**src/rtl/bg_scanner_if.sv**
```systemverilog
// ============================================================================
// Module   : bg_scanner_if
// Brief    : Control, ROM and VGA-plot signal bundle for the background scanner.
// Revision : 1.0 - initial release
// ============================================================================
`default_nettype none

interface bg_scanner_if #(
    parameter int XW   = 8,
    parameter int YW   = 7,
    parameter int AW   = 15,
    parameter int NSRC = 8,
    parameter int SELW = 3,
    parameter int CW   = 3
);
    logic                 start;
    logic                 en;
    logic [SELW-1:0]      sel;
    logic [NSRC*CW-1:0]   rom_data;
    logic [AW-1:0]        rom_addr;
    logic [XW-1:0]        x;
    logic [YW-1:0]        y;
    logic [CW-1:0]        color;
    logic                 plot;
    logic                 busy;
    logic                 frame_done;

    modport master (
        output start, en, sel, rom_data,
        input  rom_addr, x, y, color, plot, busy, frame_done
    );

    modport slave (
        input  start, en, sel, rom_data,
        output rom_addr, x, y, color, plot, busy, frame_done
    );
endinterface

`default_nettype wire

```
**src/rtl/bg_scanner.sv**
```systemverilog
// ============================================================================
// Module   : bg_scanner
// Brief    : Raster-order background scanner feeding NSRC ROMs and a VGA plot port.
// Revision : 1.0 - initial release
// ============================================================================
`default_nettype none

module bg_scanner #(
    parameter int WIDTH      = 160,
    parameter int HEIGHT     = 120,
    parameter int XW         = 8,
    parameter int YW         = 7,
    parameter int AW         = 15,
    parameter int NSRC       = 8,
    parameter int SELW       = 3,
    parameter int CW         = 3,
    parameter int ROM_LAT    = 1,
    parameter int CONTINUOUS = 0
) (
    input  logic         CLOCK_50,
    input  logic         resetn,
    bg_scanner_if.slave  bus
);

    // The issue stage (rom_addr register) plus ROM_LAT stages of ROM latency.
    localparam int DEPTH = ROM_LAT + 1;
    localparam int DW    = $clog2(ROM_LAT + 1) + 1;
    localparam logic [XW-1:0] X_LAST = XW'(WIDTH - 1);
    localparam logic [YW-1:0] Y_LAST = YW'(HEIGHT - 1);

    typedef enum logic [1:0] {
        IDLE  = 2'd0,
        SCAN  = 2'd1,
        DRAIN = 2'd2
    } state_t;

    state_t            state;
    logic [XW-1:0]     ix;
    logic [YW-1:0]     iy;
    logic [AW-1:0]     addr;
    logic [SELW-1:0]   sel_lat;
    logic [DW-1:0]     drain_cnt;

    logic [DEPTH-1:0]  pipe_v;
    logic [XW-1:0]     pipe_x   [DEPTH];
    logic [YW-1:0]     pipe_y   [DEPTH];
    logic [SELW-1:0]   pipe_sel [DEPTH];

    logic [AW-1:0]     rom_addr_reg;
    logic [XW-1:0]     x_reg;
    logic [YW-1:0]     y_reg;
    logic [CW-1:0]     color_reg;
    logic              plot_reg;
    logic              frame_done_reg;

    logic              issue;
    logic [CW-1:0]     src_color;

    assign issue = (state == SCAN) && bus.en;

    // Out-of-range selectors fall through to colour 0.
    always_comb begin
        src_color = '0;
        for (int i = 0; i < NSRC; i++) begin
            if (int'(pipe_sel[DEPTH-1]) == i) begin
                src_color = bus.rom_data[i*CW +: CW];
            end
        end
    end

    always_ff @(posedge CLOCK_50 or negedge resetn) begin
        if (!resetn) begin
            state          <= IDLE;
            ix             <= '0;
            iy             <= '0;
            addr           <= '0;
            sel_lat        <= '0;
            drain_cnt      <= '0;
            pipe_v         <= '0;
            rom_addr_reg   <= '0;
            x_reg          <= '0;
            y_reg          <= '0;
            color_reg      <= '0;
            plot_reg       <= 1'b0;
            frame_done_reg <= 1'b0;
            for (int k = 0; k < DEPTH; k++) begin
                pipe_x[k]   <= '0;
                pipe_y[k]   <= '0;
                pipe_sel[k] <= '0;
            end
        end else begin
            // Every cycle pushes an entry so bubbles stay aligned with ROM data.
            pipe_v      <= {pipe_v[DEPTH-2:0], issue};
            pipe_x[0]   <= ix;
            pipe_y[0]   <= iy;
            pipe_sel[0] <= sel_lat;
            for (int k = 1; k < DEPTH; k++) begin
                pipe_x[k]   <= pipe_x[k-1];
                pipe_y[k]   <= pipe_y[k-1];
                pipe_sel[k] <= pipe_sel[k-1];
            end

            x_reg          <= pipe_x[DEPTH-1];
            y_reg          <= pipe_y[DEPTH-1];
            plot_reg       <= pipe_v[DEPTH-1];
            color_reg      <= src_color;
            frame_done_reg <= pipe_v[DEPTH-1] &&
                              (pipe_x[DEPTH-1] == X_LAST) &&
                              (pipe_y[DEPTH-1] == Y_LAST);

            case (state)
                IDLE: begin
                    if (bus.start) begin
                        sel_lat <= bus.sel;
                        ix      <= '0;
                        iy      <= '0;
                        addr    <= '0;
                        state   <= SCAN;
                    end
                end
                SCAN: begin
                    if (bus.en) begin
                        rom_addr_reg <= addr;
                        addr         <= addr + AW'(1);
                        if (ix == X_LAST) begin
                            ix <= '0;
                            if (iy == Y_LAST) begin
                                iy   <= '0;
                                addr <= '0;
                                if (CONTINUOUS != 0) begin
                                    sel_lat <= bus.sel;
                                end else begin
                                    state     <= DRAIN;
                                    drain_cnt <= '0;
                                end
                            end else begin
                                iy <= iy + YW'(1);
                            end
                        end else begin
                            ix <= ix + XW'(1);
                        end
                    end
                end
                DRAIN: begin
                    if (drain_cnt == DW'(ROM_LAT)) begin
                        state <= IDLE;
                    end else begin
                        drain_cnt <= drain_cnt + DW'(1);
                    end
                end
                default: state <= IDLE;
            endcase
        end
    end

    assign bus.rom_addr   = rom_addr_reg;
    assign bus.x          = x_reg;
    assign bus.y          = y_reg;
    assign bus.color      = color_reg;
    assign bus.plot       = plot_reg;
    assign bus.frame_done = frame_done_reg;
    assign bus.busy       = (state != IDLE);

endmodule

`default_nettype wire

```
**src/flat_wrapper.sv**
```systemverilog
// flat-port wrapper written by rule: the top's interface ports become plain ports
module bg_scanner_flat 
#(
    parameter int WIDTH      = 160,
    parameter int HEIGHT     = 120,
    parameter int XW         = 8,
    parameter int YW         = 7,
    parameter int AW         = 15,
    parameter int NSRC       = 8,
    parameter int SELW       = 3,
    parameter int CW         = 3,
    parameter int ROM_LAT    = 1,
    parameter int CONTINUOUS = 0
)
  (CLOCK_50, resetn, bus_start, bus_en, bus_sel, bus_rom_data, bus_rom_addr, bus_x, bus_y, bus_color, bus_plot, bus_busy, bus_frame_done);
  bg_scanner_if #(.XW(XW), .YW(YW), .AW(AW), .NSRC(NSRC), .SELW(SELW), .CW(CW)) bus_i ();
  input  logic CLOCK_50;
  input  logic resetn;
  input wire logic [$bits(bus_i.start)-1:0] bus_start;
  input wire logic [$bits(bus_i.en)-1:0] bus_en;
  input wire logic [$bits(bus_i.sel)-1:0] bus_sel;
  input wire logic [$bits(bus_i.rom_data)-1:0] bus_rom_data;
  output wire logic [$bits(bus_i.rom_addr)-1:0] bus_rom_addr;
  output wire logic [$bits(bus_i.x)-1:0] bus_x;
  output wire logic [$bits(bus_i.y)-1:0] bus_y;
  output wire logic [$bits(bus_i.color)-1:0] bus_color;
  output wire logic [$bits(bus_i.plot)-1:0] bus_plot;
  output wire logic [$bits(bus_i.busy)-1:0] bus_busy;
  output wire logic [$bits(bus_i.frame_done)-1:0] bus_frame_done;
  assign bus_i.start = bus_start;
  assign bus_i.en = bus_en;
  assign bus_i.sel = bus_sel;
  assign bus_i.rom_data = bus_rom_data;
  assign bus_rom_addr = bus_i.rom_addr;
  assign bus_x = bus_i.x;
  assign bus_y = bus_i.y;
  assign bus_color = bus_i.color;
  assign bus_plot = bus_i.plot;
  assign bus_busy = bus_i.busy;
  assign bus_frame_done = bus_i.frame_done;
  bg_scanner #(.WIDTH(WIDTH), .HEIGHT(HEIGHT), .XW(XW), .YW(YW), .AW(AW), .NSRC(NSRC), .SELW(SELW), .CW(CW), .ROM_LAT(ROM_LAT), .CONTINUOUS(CONTINUOUS)) u_core (.CLOCK_50(CLOCK_50), .resetn(resetn), .bus(bus_i));
endmodule
```
**config.mk**
```make
export PLATFORM = sky130hd
export DESIGN_NAME = bg_scanner_flat
export DESIGN_NICKNAME = d
export VERILOG_FILES = /design/src/rtl/bg_scanner_if.sv /design/src/rtl/bg_scanner.sv /design/src/flat_wrapper.sv
export SDC_FILE = /design/constraint.sdc
export NUM_CORES = 1
export LEC_CHECK = 0
export ABC_AREA = 1
export BUFFER_PORTS_ARGS = -buffer_cell sky130_fd_sc_hd__buf_2
export CAP_MARGIN = 20
export CORE_MARGIN = 2
export CORE_UTILIZATION = 38
export CTS_BUF_LIST = sky130_fd_sc_hd__clkbuf_4 sky130_fd_sc_hd__clkbuf_8 sky130_fd_sc_hd__clkbuf_16
export CTS_CLUSTER_SIZE = 12
export DETAILED_ROUTE_END_ITERATION = 6
export PLACE_DENSITY = 0.65
export SLEW_MARGIN = 20
export SYNTH_ARGS = -nofsm -noshare
export SYNTH_HDL_FRONTEND = slang
export SYNTH_SLANG_ARGS = --single-unit
```
**constraint.sdc**
```tcl
create_clock -name CLOCK_50 -period 1.55 [get_ports CLOCK_50]
set_input_delay 0.0775 -clock CLOCK_50 [delete_from_list [all_inputs] [get_ports CLOCK_50]]
set_output_delay 0.0775 -clock CLOCK_50 [all_outputs]
set_load 0.02 [all_outputs]
```
==> results.py, run 1 <==
metrics = {
    "critical_path": {
        "cp_data_required_time_ps": 1820,
        "worst-path-max-fanout": 7,
        "cp.arrival_ps": 1770,
        "critical_r2r_launch": "u_core.ix[0]$_DFFE_PN0P_",
        "worst_r2r_path_depth": 10,
        "critical_path_end_type": "flip-flop",
        "worstReg2RegEnd": "u_core.addr[7]$_DFFE_PN0P_",
        "reg2reg_setup_slack_ps": 40,
        "worst-setup-path-type": "flip-flop to flip-flop",
        "worst_setup_start_kind": "flip-flop",
    },
    "die": {
        "start_util": 0.391,
        "rows": 38,
        "core_region_area_mm2": 0.0109,
        "top_level_ports": 67,
        "dieArea_mm2": 0.0121,
        "die_x_um": 110,
        "die_h_um": 110,
    },
    "sta": {
        "maxClockFrequency_mhz": 664,
        "remaining_max_slew_budget_at_the_tightest_pin": 0.741,
        "clock_skew_ps": 17.7,
        "tightestPinTransition_ps": 385,
        "rsz0062_at_grt": "true",
        "min_period_over_period": 0.972,
        "timing.final.crit_period_ps": 1510,
        "drv_slew": 0,
        "hold_viol": 0,
        "setup_tns_ps": 0,
        "setup_viol_count_final": 0,
    },
    "pwr": {
        "p_seq_frac": 0.532,
        "power_frac_comb": 0.221,
        "p_leak_nw": 2.72,
        "max_vdd_drop_v": 0.000716,
        "p_sw_mw": 2.42,
        "total_power_mw": 7.18,
        "power_density_mw_per_mm2": 1310,
        "power_switching_share": 0.338,
        "clock_power_share": 0.247,
        "internal-power_mw": 4.76,
    },
    "layout": {
        "multi_input_area_mm2": 0.00144,
        "layout.cell_area.non_filler_mm2": 0.00548,
        "final_cell_mix": "106 x sky130_fd_sc_hd__dfrtp_1, 76 x sky130_fd_sc_hd__nand2_1, 65 x sky130_fd_sc_hd__buf_2, 41 x sky130_fd_sc_hd__inv_1, 30 x sky130_fd_sc_hd__nor2_1",
        "final_net_count": 558,
        "filler_cell_count": 968,
        "ff_latch_area_mm2": 0.00276,
        "layout-drive-gt1-share": 0.320,
        "num_antenna_cells": 0,
        "largest_register_ffs": 16,
        "layout_commonest_cell": "sky130_fd_sc_hd__dfrtp_1",
        "syn2layout_area_growth_pct": 28.7,
    },
    "synthesis": {
        "async_reset_ff_frac": 1.00,
        "yosys_warnings": 0,
        "average_instance_area_after_synthesis_um2": 10.3,
        "post_synth_inst_count": 412,
        "yosys_register_bits": 110,
        "postSynthNetCount": 447,
        "distinct_cell_type_count_after_synthesis": 35,
        "synth_enable_flop_cells": 0,
        "post_synthesis_instance_area_mm2": 0.00426,
        "postSynth.topFlopCell": "sky130_fd_sc_hd__dfrtp_1",
        "seq_area_frac_synth": 0.646,
    },
    "clock_network": {
        "cts-buffers-inserted": 9,
        "worst_skew_pair.late_latency_ps": 380,
        "clkSinkCount": 110,
        "cts_root_buffer": "sky130_fd_sc_hd__clkbuf_8",
        "clk_transition_reported_paths_ps": 120,
        "cts-htree-levels": 3,
        "clock_path_buffers": 2,
        "cts_tree": "yes",
    },
    "place": {
        "rd_place_congestion": 0.924,
        "dpl.hpwl_mm": 5.64,
        "detailed_place.area_mm2": 0.00485,
        "port_buffers": 66,
    },
    "drt": {
        "detail_route.wirelength_mm": 8.45,
        "initialDrtViolationCount": 200,
        "avgRoutedWirePerCell_um": 12.6,
        "routed_via_density": 4.75,
        "detailroute.via_count": 3170,
        "drc": 0,
        "detail_route.first_pass.iterations": 4,
        "route.antenna.remaining_nets": 0,
    },
    "worst_hold_path": {
        "cells_on_worst_hold_path": 5,
        "min-delay-start": "bus_rom_data[14]",
        "min_to": "u_core.bus.color[2]$_DFF_PN0_",
        "hold_path_class": "input port to flip-flop",
    },
    "grt": {
        "antenna_violations_before_repair": 0,
        "track_usage": 0.143,
        "first_global_vias": 2919,
        "globalRoute.totalOverflow": 0,
        "grt_start_max_net_pins": 56,
        "grt_pass1_wl_mm": 13.4,
    },
    "outcome": {
        "status": "complete, no violations",
    },
    "job": {
        "max-cap-violations": 0,
    },
}
-- how the worst max path moves through the flow --
stage / start / to / slack (ps) / cells past startpoint
3_3_place_gp: u_core.iy[1]$_DFFE_PN0P_ / u_core.addr[10]$_DFFE_PN0P_ / 20 / 8
2_1_floorplan: u_core.ix[0]$_DFFE_PN0P_ / u_core.iy[3]$_DFFE_PN0P_ / 130 / 9
6_report: u_core.ix[0]$_DFFE_PN0P_ / u_core.addr[7]$_DFFE_PN0P_ / 40 / 10
5_1_grt: u_core.ix[0]$_DFFE_PN0P_ / u_core.drain_cnt[1]$_DFFE_PN0P_ / -60 / 9
4_1_cts: u_core.state[0]$_DFFE_PN0P_ / u_core.addr[11]$_DFFE_PN0P_ / 3 / 7
3_5_place_dp: u_core.iy[0]$_DFFE_PN0P_ / u_core.addr[5]$_DFFE_PN0P_ / 8 / 10
-- synthesized netlist by cell type, types with 4 or more instances --
cell / n / area [µm²]
sky130_fd_sc_hd__o21ai_0: 22 / 110
sky130_fd_sc_hd__a21oi_1: 14 / 70.1
sky130_fd_sc_hd__nand2_1: 83 / 312
sky130_fd_sc_hd__inv_2: 6 / 22.5
sky130_fd_sc_hd__dfrtp_1: 110 / 2750
sky130_fd_sc_hd__nor2_1: 41 / 154
sky130_fd_sc_hd__nand4_1: 14 / 87.6
sky130_fd_sc_hd__nor3_1: 16 / 80.1
sky130_fd_sc_hd__ha_1: 4 / 50.1
sky130_fd_sc_hd__nand3_1: 15 / 75.1
sky130_fd_sc_hd__inv_1: 42 / 158
sky130_fd_sc_hd__o21ai_1: 4 / 20.0
-- kinds of logic after synthesis --
group | after synthesis | share of synthesized area
flops | 110 | 0.646
mux | 4 | 0.0103
buf+inv | 54 | 0.0520
fa+ha+maj | 4 | 0.0118
compound gates | 50 | 0.0647
xor+xnor | 2 | 0.00411
simple gates | 188 | 0.211
-- routing by layer --
metal / wire length [µm] / GRT usage / vias to the layer above
li1: - / - / 1567
met1: 3620 / 0.191 / 1504
met2: 4300 / 0.230 / 84
met3: 420 / 0.0320 / 15
met4: 111 / 0.0506 / 0
met5: 0 / 0 / -
-- area by class of cell --
cell class / count / area share
Clock buffer: 9 / 0.0226
Clock inverter: 7 / 0.0171
Tap cell: 140 / 0.0320
Inverter: 48 / 0.0343
Multi-Input combinational cell: 249 / 0.262
Sequential cell: 110 / 0.503
Timing Repair Buffer: 105 / 0.129
-- power groups by stage --
stage	clock (mW)	combinational [mW]	sequential (mW)
2_1_floorplan	0	0.603	4.08
3_3_place_gp	0	1.39	3.85
3_5_place_dp	0	1.42	3.87
4_1_cts	1.84	1.45	3.81
5_1_grt	1.97	1.77	3.91
6_report	1.77	1.59	3.82
-- per-stage QoR --
stage / worst slack (ps) / util / cells / hold slack (ps)
floorplan: 128 / - / 412 / -218
global placement: 18.6 / 0.445 / 625 / -52.5
detailed placement: 7.70 / 0.445 / 625 / -48.2
CTS: 3.41 / 0.479 / 656 / 25.2
global route: -61.2 / 0.503 / 668 / 44.8
finish: 44.1 / 0.503 / 668 / 50.9
-- critical path, cell delays in order (launching register included) --
cell and delay [ps]:
sky130_fd_sc_hd__dfrtp_1 400, sky130_fd_sc_hd__ha_2 200, sky130_fd_sc_hd__nand3_2 80, sky130_fd_sc_hd__nor2_2 120, sky130_fd_sc_hd__nand2_1 90, sky130_fd_sc_hd__nand2_2 120
sky130_fd_sc_hd__nand2_4 100, sky130_fd_sc_hd__inv_4 90, sky130_fd_sc_hd__nand2_8 70, sky130_fd_sc_hd__o21ai_2 70, sky130_fd_sc_hd__nor2_2 50
-- timing repair --
action                                 4_1_cts  5_1_grt
setup endpoints to repair                    3       24
endpoints found under the hold margin      117        0
pin swaps                                    1       13
gates resized for setup                      0       49
setup buffers                                1       11
hold buffers                                14        0
gates cloned                                 0        1
Power figures use the tool's default switching activity.
==> run 2: changes to the inputs <==
Settings changed: CAP_MARGIN 20 to 40.
Clock period 1.55 ns to 1.8 ns, I/O delays scaled along.
==> results.py, run 2 (same netlist as run 1, synthesis figures left out) <==
metrics = {
    "die": {
        "rows": 38,
        "start_util": 0.391,
        "top_level_ports": 67,
        "die_x_um": 110,
        "dieArea_mm2": 0.0121,
        "core_region_area_mm2": 0.0109,
        "die_h_um": 110,
    },
    "grt": {
        "grt_start_max_net_pins": 51,
        "globalRoute.totalOverflow": 0,
        "grt_pass1_wl_mm": 13.3,
        "antenna_violations_before_repair": 0,
        "first_global_vias": 2876,
        "track_usage": 0.142,
    },
    "clock_network": {
        "cts-buffers-inserted": 9,
        "cts-htree-levels": 3,
        "clk_transition_reported_paths_ps": 110,
        "cts_root_buffer": "sky130_fd_sc_hd__clkbuf_8",
        "clock_path_buffers": 2,
        "cts_tree": "yes",
        "worst_skew_pair.late_latency_ps": 370,
        "clkSinkCount": 110,
    },
    "layout": {
        "layout-drive-gt1-share": 0.244,
        "num_antenna_cells": 0,
        "final_cell_mix": "107 x sky130_fd_sc_hd__dfrtp_1, 83 x sky130_fd_sc_hd__nand2_1, 65 x sky130_fd_sc_hd__buf_2, 41 x sky130_fd_sc_hd__nor2_1, 40 x sky130_fd_sc_hd__inv_1",
        "final_net_count": 534,
        "largest_register_ffs": 16,
        "finalNonFillerCells": 644,
        "layout_commonest_cell": "sky130_fd_sc_hd__dfrtp_1",
        "syn2layout_area_growth_pct": 20.7,
    },
    "pwr": {
        "p_leak_nw": 2.60,
        "total_power_mw": 6.01,
        "internal-power_mw": 4.01,
        "power_switching_share": 0.332,
        "p_seq_frac": 0.553,
        "p_sw_mw": 2.00,
        "power_frac_comb": 0.195,
        "max_vdd_drop_v": 0.000617,
        "clock_power_share": 0.252,
        "power_density_mw_per_mm2": 1170,
    },
    "job": {
        "max-cap-violations": 0,
    },
    "worst_hold_path": {
        "min-delay-start": "bus_en",
        "min_to": "u_core.state[0]$_DFFE_PN0P_",
        "cells_on_worst_hold_path": 4,
        "hold_path_class": "input port to flip-flop",
    },
    "place": {
        "dpl.hpwl_mm": 5.74,
        "placed_cells_incl_taps": 616,
        "detailedPlace.worstSlack_ps": 209,
        "port_buffers": 66,
        "rd_place_congestion": 0.846,
    },
    "sta": {
        "min_period_over_period": 0.932,
        "timing.final.crit_period_ps": 1680,
        "remaining_max_slew_budget_at_the_tightest_pin": 0.770,
        "setup_tns_ps": 0,
        "hold_viol": 0,
        "timing.hold.ws_ps": 45.0,
        "tightestPinTransition_ps": 345,
        "drv_slew": 0,
        "setup_viol_count_final": 0,
        "clock_skew_ps": 16.1,
        "rsz0062_at_grt": "true",
        "worst_slack_ps": 122,
        "maxClockFrequency_mhz": 596,
    },
    "drt": {
        "detail_route.first_pass.iterations": 5,
        "drc": 0,
        "avgRoutedWirePerCell_um": 12.6,
        "detailroute.via_count": 3068,
        "routed_via_density": 4.76,
        "initialDrtViolationCount": 160,
        "route.antenna.remaining_nets": 0,
        "detail_route.wirelength_mm": 8.13,
    },
    "outcome": {
        "status": "complete, no violations",
    },
    "critical_path": {
        "worst-setup-path-type": "flip-flop to flip-flop",
        "worst-path-max-fanout": 7,
        "critical_path_end_type": "flip-flop",
        "cp_data_required_time_ps": 2110,
        "critical_r2r_launch": "u_core.pipe_sel[0]$_DFF_PN0_",
        "reg2reg_setup_slack_ps": 120,
        "worstReg2RegEnd": "u_core.bus.color[0]$_DFF_PN0_",
        "cp.arrival_ps": 1980,
        "worst_setup_start_kind": "flip-flop",
        "worst_r2r_path_depth": 6,
    },
}
run 2: cell types whose count changed in the layout (fill, tap and decap cells not counted), moves of 4 or more:
cell                      previous run  this run
sky130_fd_sc_hd__nand2_2             9         3
sky130_fd_sc_hd__nor2_2              9         2
sky130_fd_sc_hd__buf_4              21         4
sky130_fd_sc_hd__nand2_1            76        83
sky130_fd_sc_hd__nor2_4              5         1
sky130_fd_sc_hd__nor2_1             30        41
run 2: worst max path at each step:
stage	from	end	slack (ps)	cells past startpoint
after floorplan	u_core.ix[0]$_DFFE_PN0P_	u_core.iy[3]$_DFFE_PN0P_	380	9
after global placement	u_core.ix[1]$_DFFE_PN0P_	u_core.iy[4]$_DFFE_PN0P_	230	9
after detailed placement	u_core.ix[1]$_DFFE_PN0P_	u_core.iy[4]$_DFFE_PN0P_	210	9
after CTS	u_core.pipe_sel[1]$_DFF_PN0_	u_core.bus.color[1]$_DFF_PN0_	40	7
after global routing	u_core.pipe_sel[0]$_DFF_PN0_	u_core.bus.color[2]$_DFF_PN0_	-20	6
final	u_core.pipe_sel[0]$_DFF_PN0_	u_core.bus.color[0]$_DFF_PN0_	120	6
run 2: layout make-up:
class	instances	area, µm²
Fill cell	1007	5750
Sequential cell	110	2760
Multi-Input combinational cell	248	1300
Timing Repair Buffer	82	505
Inverter	48	180
Tap cell	140	175
Clock buffer	9	124
Clock inverter	7	93.8
run 2: power by group through the flow:
| stage | sequential, mW | combinational (mW) | clock, mW |
|---|---|---|---|
| final | 3.32 | 1.17 | 1.51 |
| after detailed placement | 3.37 | 1.14 | 0 |
| after CTS | 3.32 | 1.18 | 1.59 |
| after floorplan | 3.51 | 0.520 | 0 |
| after global routing | 3.39 | 1.33 | 1.67 |
| after global placement | 3.34 | 1.12 | 0 |
run 2: worst max-delay path: stages (launching register included):
cell                            delay [ps]
sky130_fd_sc_hd__dfrtp_2               460
sky130_fd_sc_hd__inv_2                  80
sky130_fd_sc_hd__buf_4                 140
sky130_fd_sc_hd__nor3_2                230
sky130_fd_sc_hd__nand2_1                90
sky130_fd_sc_hd__nand4_1                90
sky130_fd_sc_hd__dlygate4sd3_1         540
run 2: stage by stage:
stage | area [µm²] | util
floorplan | 4260 | -
global placement | 4780 | 0.439
detailed placement | 4780 | 0.439
CTS | 5100 | 0.468
global route | 5140 | 0.472
finish | 5140 | 0.472
run 2: what timing repair did:
item	in CTS	in global routing
buffers inserted	0	1
hold endpoints to repair	116	1
gates resized for setup	0	9
hold buffers	10	2
endpoints found under the setup margin	0	5
run 2: metal layers:
metal / track usage / wire length, µm / vias up
li1: - / - / 1515
met1: 0.181 / 3470 / 1454
met2: 0.237 / 4130 / 90
met3: 0.0373 / 435 / 9
met4: 0.0416 / 95 / 0
met5: 0 / 0 / -
==> run 3: changes to the inputs <==
Settings changed: ABC_AREA 1 to unset.
==> results.py, run 3 <==
metrics = {
    "outcome": {
        "status": "complete, no violations",
    },
    "worst_hold_path": {
        "hold_path_class": "input port to flip-flop",
    },
    "die": {
        "core_region_area_mm2": 0.0109,
        "top_level_ports": 67,
        "rows": 38,
        "die_x_um": 110,
        "start_util": 0.392,
        "die_h_um": 110,
        "dieArea_mm2": 0.0121,
    },
    "place": {
        "detailed_place.area_mm2": 0.00499,
        "detailedPlace.worstSlack_ps": 19.3,
        "port_buffers": 66,
        "rd_place_congestion": 0.795,
        "dpl.hpwl_mm": 5.86,
        "placed_cells_incl_taps": 567,
    },
    "critical_path": {
        "critical_path_end_type": "flip-flop",
        "worst-setup-path-type": "flip-flop to flip-flop",
        "cp.arrival_ps": 1990,
        "worst_setup_start_kind": "flip-flop",
        "worst-path-max-fanout": 11,
        "cp_data_required_time_ps": 2030,
    },
    "drt": {
        "avgRoutedWirePerCell_um": 14.8,
        "detailroute.via_count": 2975,
        "route.antenna.remaining_nets": 0,
        "routed_via_density": 5.03,
        "drc": 0,
        "detail_route.wirelength_mm": 8.73,
        "initialDrtViolationCount": 82,
        "detail_route.first_pass.iterations": 4,
    },
    "layout": {
        "multi_input_area_mm2": 0.00148,
        "layout_commonest_cell": "sky130_fd_sc_hd__dfrtp_1",
        "syn2layout_area_growth_pct": 26.5,
        "ff_latch_area_mm2": 0.00275,
        "largest_register_ffs": 16,
        "final_cell_mix": "110 x sky130_fd_sc_hd__dfrtp_1, 72 x sky130_fd_sc_hd__nand2_1, 65 x sky130_fd_sc_hd__buf_2, 35 x sky130_fd_sc_hd__buf_4, 14 x sky130_fd_sc_hd__nand3_1",
        "filler_cell_count": 994,
        "layout.cell_area.non_filler_mm2": 0.00542,
        "finalNonFillerCells": 591,
        "final_net_count": 482,
        "num_antenna_cells": 0,
        "layout-drive-gt1-share": 0.335,
    },
    "synthesis": {
        "yosys_warnings": 0,
        "async_reset_ff_frac": 1.00,
        "synth_enable_flop_cells": 0,
        "postSynth.topFlopCell": "sky130_fd_sc_hd__dfrtp_1",
        "postSynthNetCount": 377,
        "synth.top_cells.by_area": "sky130_fd_sc_hd__dfrtp_1 64%, sky130_fd_sc_hd__nand2_1 6.3%, sky130_fd_sc_hd__mux4_2 3.2%, sky130_fd_sc_hd__nand3_1 1.6%, sky130_fd_sc_hd__a31oi_1 1.5%",
        "distinct_cell_type_count_after_synthesis": 45,
        "seq_area_frac_synth": 0.643,
        "yosys_register_bits": 110,
        "synth_top_cell_area_share": 0.643,
        "average_instance_area_after_synthesis_um2": 12.5,
        "post_synth_most_frequent_cells": "110 x sky130_fd_sc_hd__dfrtp_1, 72 x sky130_fd_sc_hd__nand2_1, 14 x sky130_fd_sc_hd__nand3_1",
        "synth_area_leader_cell": "sky130_fd_sc_hd__dfrtp_1",
        "post_synth_inst_count": 342,
        "post_synthesis_instance_area_mm2": 0.00428,
        "post-synth-top-count-cell": "sky130_fd_sc_hd__dfrtp_1",
    },
    "pwr": {
        "p_leak_nw": 2.58,
        "total_power_mw": 6.47,
        "max_vdd_drop_v": 0.000641,
        "power_density_mw_per_mm2": 1190,
    },
    "sta": {
        "tightestPinTransition_ps": 443,
        "drv_slew": 0,
        "remaining_max_slew_budget_at_the_tightest_pin": 0.705,
        "setup_viol_count_final": 0,
        "clock_skew_ps": 10.7,
        "maxClockFrequency_mhz": 568,
        "min_period_over_period": 0.978,
        "hold_viol": 0,
        "setup_tns_ps": 0,
        "timing.final.crit_period_ps": 1760,
        "worst_slack_ps": 40.1,
    },
    "clock_network": {
        "cts_tree": "yes",
        "cts-htree-levels": 3,
        "clock_path_buffers": 2,
        "cts-buffers-inserted": 9,
        "clk_transition_reported_paths_ps": 70,
        "clkSinkCount": 110,
        "worst_skew_pair.late_latency_ps": 340,
        "cts_root_buffer": "sky130_fd_sc_hd__clkbuf_16",
    },
    "grt": {
        "track_usage": 0.150,
        "globalRoute.totalOverflow": 0,
        "grt_start_max_net_pins": 50,
        "antenna_violations_before_repair": 0,
        "first_global_vias": 2936,
        "grt_pass1_wl_mm": 14.1,
    },
    "job": {
        "max-cap-violations": 0,
    },
}
[run 3: cell families after synthesis]
group	after synthesis	share of synthesized area
XOR/XNOR	7	0.0143
flip-flops	110	0.643
buffers and inverters	19	0.0219
multiplexers	16	0.0561
AO/OA/AOI/OAI	49	0.0888
adder cells (fa/ha/maj)	4	0.0117
AND/OR/NAND/NOR	137	0.164
[run 3: power breakdown]
part,leakage [nW],switching [mW],internal (mW)
combinational,1.06,0.723,0.561
sequential,1.39,0.339,2.99
clock,0.129,0.900,0.957
[run 3: per-stage QoR]
stage / util / hold WS, ps
2_1_floorplan: - / -206
3_3_place_gp: 0.456 / 68.6
3_5_place_dp: 0.456 / 68.7
4_1_cts: 0.486 / 58.8
5_1_grt: 0.495 / 90.6
6_report: 0.495 / 84.2
[run 3: routing by layer]
metal  wire, µm  vias up  GRT usage  share of wire
li1           -     1421          -              -
met1       3860     1496      0.190           0.44
met2       4500       49      0.259           0.52
met3        272        9     0.0300          0.031
met4        101        0     0.0464          0.012
met5          0        -          0              0
[run 3: what timing repair did]
item,4_1_cts,5_1_grt
hold buffers,4,0
gates cloned,0,1
endpoints found under the hold margin,35,0
pin swaps,0,2
gates resized for setup,1,7
buffers inserted,0,4
setup endpoints to repair,1,11
[run 3: path summary, 6_finish.rpt]
kind                                                   from                                 end  slack (ps)  cells after the start
min in group asynchronous                            resetn  u_core.bus.rom_addr[2]$_DFFE_PN0P_         230                      2
worst max-delay path            u_core.state[0]$_DFFE_PN0P_            u_core.ix[7]$_DFFE_PN0P_          40                      5
worst min-delay path                              bus_start         u_core.state[0]$_DFFE_PN0P_          80                      3
worst max register to register  u_core.state[0]$_DFFE_PN0P_            u_core.ix[7]$_DFFE_PN0P_          40                      5
worst min register to register  u_core.pipe_y[13]$_DFF_PN0_          u_core.pipe_y[6]$_DFF_PN0_         350                      0
max in group asynchronous                            resetn          u_core.pipe_x[1]$_DFF_PN0_         850                      3
[run 3: area by class of cell]
cell class | count | area share
clock buffers | 9 | 0.0416
clock inverters | 6 | 0.0109
inverters | 5 | 0.00347
multi-input cells | 213 | 0.274
flip-flops and latches | 110 | 0.508
well taps | 140 | 0.0323
repair buffers | 108 | 0.130
[run 3: worst max-delay path: stages, from the launching register on]
cell	delay (ps)
sky130_fd_sc_hd__dfrtp_1	400
sky130_fd_sc_hd__or3b_4	420
sky130_fd_sc_hd__buf_4	220
sky130_fd_sc_hd__a2111oi_4	410
sky130_fd_sc_hd__xnor2_1	160
sky130_fd_sc_hd__nor2_1	50
